**src/rtl/mine_map_generator.sv**
```systemverilog
// mine_map_generator: places NUM_MINES distinct mines on the 8x8 board,
// never on SAFE_CELL, then loads the finished map into the datapath
// through the MMin/ldMM port and pulses done.
//
// state  | meaning
// IDLE   | waiting for start; LFSR free-running
// CLEAR  | zero the map accumulator and mine counter
// PLACE  | one candidate cell per cycle from lfsr[5:0]; retry on safe/occupied
// LOAD   | ldMM high, MMin holds the complete map
// DONE   | done high for one cycle, then back to IDLE
module mine_map_generator #(
  parameter int          NUM_MINES = 10,
  parameter logic [15:0] SEED      = 16'hACE1,
  parameter int          SAFE_CELL = 0
) (
  input  logic        clk,
  input  logic        resetn,
  input  logic        start,
  input  logic        seed_ld,
  input  logic [15:0] seed_in,
  output logic        busy,
  output logic        ldMM,
  output logic [63:0] MMin,
  output logic        done
);

  localparam logic [2:0] S_IDLE  = 3'd0;
  localparam logic [2:0] S_CLEAR = 3'd1;
  localparam logic [2:0] S_PLACE = 3'd2;
  localparam logic [2:0] S_LOAD  = 3'd3;
  localparam logic [2:0] S_DONE  = 3'd4;

  localparam logic [15:0] TAPS     = 16'hB400;
  localparam logic [5:0]  SAFE_IDX = 6'(SAFE_CELL);
  localparam logic [5:0]  MINES_6  = 6'(NUM_MINES);

  // Reject parameter values that cannot produce a legal board.
  if (NUM_MINES < 1 || NUM_MINES > 63) begin : g_bad_num_mines
    $error("mine_map_generator: NUM_MINES must be in 1..63");
  end
  if (SAFE_CELL < 0 || SAFE_CELL > 63) begin : g_bad_safe_cell
    $error("mine_map_generator: SAFE_CELL must be in 0..63");
  end
  if (SEED == 16'h0000) begin : g_bad_seed
    $error("mine_map_generator: SEED must be nonzero");
  end

  logic [2:0]  state;
  logic [2:0]  state_nxt;
  logic [15:0] lfsr;
  logic [63:0] map_acc;
  logic [5:0]  mine_cnt;
  logic [5:0]  cand;
  logic        cand_ok;
  logic        last_mine;

  assign cand      = lfsr[5:0];
  assign cand_ok   = (cand != SAFE_IDX) && !map_acc[cand];
  assign last_mine = cand_ok && ((mine_cnt + 6'd1) == MINES_6);

  // LFSR shifts every cycle in every state; a seed load takes priority,
  // and a zero seed is replaced so the register can never lock up.
  always_ff @(posedge clk or negedge resetn) begin
    if (!resetn) begin
      lfsr <= SEED;
    end else if (seed_ld) begin
      lfsr <= (seed_in == 16'h0000) ? SEED : seed_in;
    end else begin
      lfsr <= {1'b0, lfsr[15:1]} ^ (lfsr[0] ? TAPS : 16'h0000);
    end
  end

  // Next-state decode; start is only looked at in IDLE, so it is never queued.
  always_comb begin
    state_nxt = state;
    case (state)
      S_IDLE:  if (start) state_nxt = S_CLEAR;
      S_CLEAR: state_nxt = S_PLACE;
      S_PLACE: if (last_mine) state_nxt = S_LOAD;
      S_LOAD:  state_nxt = S_DONE;
      S_DONE:  state_nxt = S_IDLE;
      default: state_nxt = S_IDLE;
    endcase
  end

  // State register.
  always_ff @(posedge clk or negedge resetn) begin
    if (!resetn) begin
      state <= S_IDLE;
    end else begin
      state <= state_nxt;
    end
  end

  // Map accumulator and mine counter; the map is held after DONE until the next CLEAR.
  always_ff @(posedge clk or negedge resetn) begin
    if (!resetn) begin
      map_acc  <= 64'h0;
      mine_cnt <= 6'd0;
    end else if (state == S_CLEAR) begin
      map_acc  <= 64'h0;
      mine_cnt <= 6'd0;
    end else if (state == S_PLACE && cand_ok) begin
      map_acc[cand] <= 1'b1;
      mine_cnt      <= mine_cnt + 6'd1;
    end
  end

  assign busy = (state != S_IDLE);
  assign ldMM = (state == S_LOAD);
  assign done = (state == S_DONE);
  assign MMin = map_acc;

endmodule

```
**config.mk**
```make
export PLATFORM = sky130hd
export DESIGN_NAME = mine_map_generator
export DESIGN_NICKNAME = d
export VERILOG_FILES = /design/src/rtl/mine_map_generator.sv
export SDC_FILE = /design/constraint.sdc
export NUM_CORES = 1
export LEC_CHECK = 0
export CORE_UTILIZATION = 50
export DETAILED_ROUTE_END_ITERATION = 6
export HOLD_SLACK_MARGIN = 0.06
export PLACE_DENSITY_LB_ADDON = 0.2
export SYNTH_ARGS = -nofsm -noshare
export SYNTH_HDL_FRONTEND = slang
export SYNTH_SLANG_ARGS = --single-unit
```
**constraint.sdc**
```tcl
create_clock -name clk -period 4 [get_ports clk]
set_input_delay 0.8 -clock clk [delete_from_list [all_inputs] [get_ports clk]]
set_output_delay 0.8 -clock clk [all_outputs]
set_load 0.02 [all_outputs]
```
==> flow_summary_export.csv <==
group,metric,value,unit
run_status,status,"completed",
logic_synthesis,muxShareOfSynthArea,11.1,%
finish,drive_above_1_share,10.4,%
finish,design_area,0.00531,mm^2
logic_synthesis,postSynthAreaPerCell,10.2,um^2
clock_tree,cts_resized,0,
routing,ant_nets,0,
logic_synthesis,synth_top_family_by_area,"simple AND/OR/NAND/NOR gates",
global_routing,first_global_vias,3320,
clock_tree,numCtsBuffers,9,
placed_design,post_dp_cell_area,0.00509,mm^2
routing,viasPerCell,5.78,
logic_synthesis,yosysTopAreaCell,"dfrtp_1",
clock_tree,clk_latency,0.36,ns
logic_synthesis,synth_cell_types,46,
global_routing,grt_pass1_wl,17.5,mm
routing,drc_errors,0,
logic_synthesis,async_reset_ff_share,100,%
floorplan,initial_core_util,51.3,%
timing,holdWs,0.481,ns
timing,setup_viol,0,
routing,drt_iter0_drc,320,
critical_path,crit_type,"reg -> reg",
logic_synthesis,synth_top_area_share,48.4,%
clock_tree,cts_buffer_depth,2,
global_routing,grt_use_met2,40.1,%
clock_tree,cts_setup_buffers,0,
routing,drt_wl_total,10.7,mm
finish,nets,506,
finish,antennaDiodeCount,0,
critical_path,end_kind,"flop",
clock_tree,cts_tree,"done",
critical_path,setup.worst_path.start_class,"flop",
logic_synthesis,ys_ff_latch,89,
clock_tree,path_clk_slew,0.08,ns
logic_synthesis,synthAdderAreaFrac,0.597,%
worst_hold_path,hold_class,"reg -> reg",
global_routing,grt_usage,26.6,%
timing,rsz0062_at_grt,"no",
clock_tree,ctsHoldBuffers,0,
global_routing,met1_usage,38.6,%
pwr,ir_drop,0.242,mV
critical_path,critPathArrivalTime,3.46,ns
timing,relSlewSlack,26.5,%
finish,final_cell_mix,"clkdlybuf4s50_1, nand2_1, dfrtp_1, o21ai_0, nor2_1",
placed_design,port-buffer-count,86,
logic_synthesis,synth_edf_count,0,
pwr,p_per_area,548,mW/mm^2
logic_synthesis,ys_warn_count,0,
floorplan,die_area,0.00875,mm^2
clock_tree,clkSinkCount,89,
routing,vias,3435,
floorplan,fp-row-count,33,
global_routing,grt_max_degree,90,
timing,max_clock_freq,312,MHz
finish,final_common_cell,"clkdlybuf4s50_1",
clock_tree,root_buffer,"clkbuf_8",
pwr,p_leak,2.21,nW
timing,hold_violations,0,
routing,drt-wirelength-per-cell,18.1,um
floorplan,ios,87,
critical_path,critPathMaxFanout,25,
logic_synthesis,synthCells,409,
global_routing,antenna_found_initial,0,
floorplan,die_x,93.5,um
clock_tree,htree_levels,3,
logic_synthesis,synth_compound_area_share,13.9,%
critical_path,cp_data_required_time,4.26,ns
logic_synthesis,seq_area_frac_synth,53.4,%
timing,worst_slew_pin_slew,1.10,ns
finish,syn_to_final_growth,26.6,%
global_routing,use_met3,4.07,%
logic_synthesis,dominantRegCellSynth,"dfrtp_1",
logic_synthesis,synth_xor_area_share,1.25,%
job,cap_violations,0,
timing,fin_crit_sh,80.1,%
timing,slew_violations,0,
placed_design,hpwl,7.27,mm
finish,fin_util,64.9,%
pwr,finalPower,2.91,mW
timing,tns,0,ns
floorplan,die_height,93.5,um
global_routing,grt-busiest-layer,"met2",
logic_synthesis,synth_area,0.00419,mm^2
routing,first_pass_iters,4,
timing,fin_crit,3.20,ns
placed_design,gp_congestion,0.839,
logic_synthesis,synth_fp_nets,431,
global_routing,grt_overflow,0,
floorplan,coreArea,0.00818,mm^2
logic_synthesis,netlist_top_cells_area,"dfrtp_1, nand2_1, o21ai_0, mux4_2, dfstp_2",
logic_synthesis,synth-simple-area-share,16.5,%
timing,fin_skew,0.0139,ns
critical path: stages, from the launching register on:
cell and delay, ns:
dfrtp_1 0.96, mux2_2 0.41, a32o_1 0.21, a211oi_1 0.24
o41ai_1 0.11, and4bb_1 0.31, or4b_1 0.61, o31ai_2 0.26
routing by layer:
layer | wire length, um | share of wire, %
met1 | 4870 | 45
met2 | 4990 | 46
met3 | 697 | 6.5
met4 | 187 | 1.7
met5 | 0 | 0
synth_stat cells (2+ instances only):
| master | count |
|---|---|
| o21ai_0 | 52 |
| mux4_2 | 10 |
| o31ai_2 | 2 |
| clkbuf_1 | 17 |
| xor2_1 | 2 |
| buf_2 | 6 |
| o22a_1 | 8 |
| nand2_1 | 84 |
| o31ai_1 | 5 |
| nor3b_1 | 2 |
| dfstp_2 | 8 |
| nand3b_1 | 2 |
| o21ai_1 | 3 |
| xnor2_1 | 4 |
| inv_1 | 5 |
| ha_1 | 2 |
| and3_1 | 4 |
| buf_6 | 2 |
| nor3_1 | 6 |
| a22oi_1 | 3 |
| a211oi_1 | 2 |
| nor2b_1 | 5 |
| a31oi_1 | 4 |
| nand3_1 | 13 |
| mux2_2 | 9 |
| dfrtp_1 | 81 |
| nand2b_1 | 3 |
| a21oi_1 | 9 |
| nor4_1 | 4 |
| mux2i_1 | 14 |
| nor2_1 | 23 |
kinds of logic (layout without fill, tap and decap cells):
| logic type | count (synthesis) | count (layout) |
|---|---|---|
| XOR/XNOR | 6 | 6 |
| adder cells (fa/ha/maj) | 2 | 2 |
| AO/OA/AOI/OAI | 95 | 95 |
| AND/OR/NAND/NOR | 153 | 153 |
| multiplexers | 33 | 33 |
| flip-flops | 89 | 89 |
| buffers and inverters | 31 | 111 |
report_power, final:
part / internal [mW] / switching, mW
clock network: 0.351 / 0.310
logic: 0.435 / 0.557
registers: 1.07 / 0.188
path summary, 6_finish.rpt:
check	end	slack, ns	cells past startpoint	start
setup / recovery	MMin[35]$_DFFE_PN0P_	0.80	7	lfsr[1]$_DFF_PN0_
hold / removal	lfsr[7]$_DFF_PN1_	0.48	1	lfsr[8]$_DFF_PN0_
max in group asynchronous	lfsr[2]$_DFF_PN0_	2.65	1	resetn
hold reg to reg	lfsr[7]$_DFF_PN1_	0.48	1	lfsr[8]$_DFF_PN0_
min in group asynchronous	MMin[57]$_DFFE_PN0P_	0.66	1	resetn
setup reg to reg	MMin[35]$_DFFE_PN0P_	0.80	7	lfsr[1]$_DFF_PN0_
area by class of cell:
type / instances / area, um^2
fillers: 680 / 2870
repair buffers: 90 / 888
inverters: 5 / 18.8
clock buffers: 11 / 131
multi-input cells: 289 / 1820
well taps: 105 / 131
clock inverters: 5 / 80.1
flip-flops and latches: 89 / 2240
sequential cells by signal, summed over array words and instances, names as in the netlist:
register,count
lfsr,16
MMin,64
mine_cnt,6
state,3
metrics by stage:
| stage | setup slack [ns] | cells |
|---|---|---|
| floorplan | 1.20 | 409 |
| global placement | 0.948 | 578 |
| detailed placement | 0.835 | 578 |
| CTS | 0.790 | 594 |
| global route | 0.601 | 594 |
| finish | 0.796 | 594 |
Note: power is estimated with default switching activity, not from simulation.
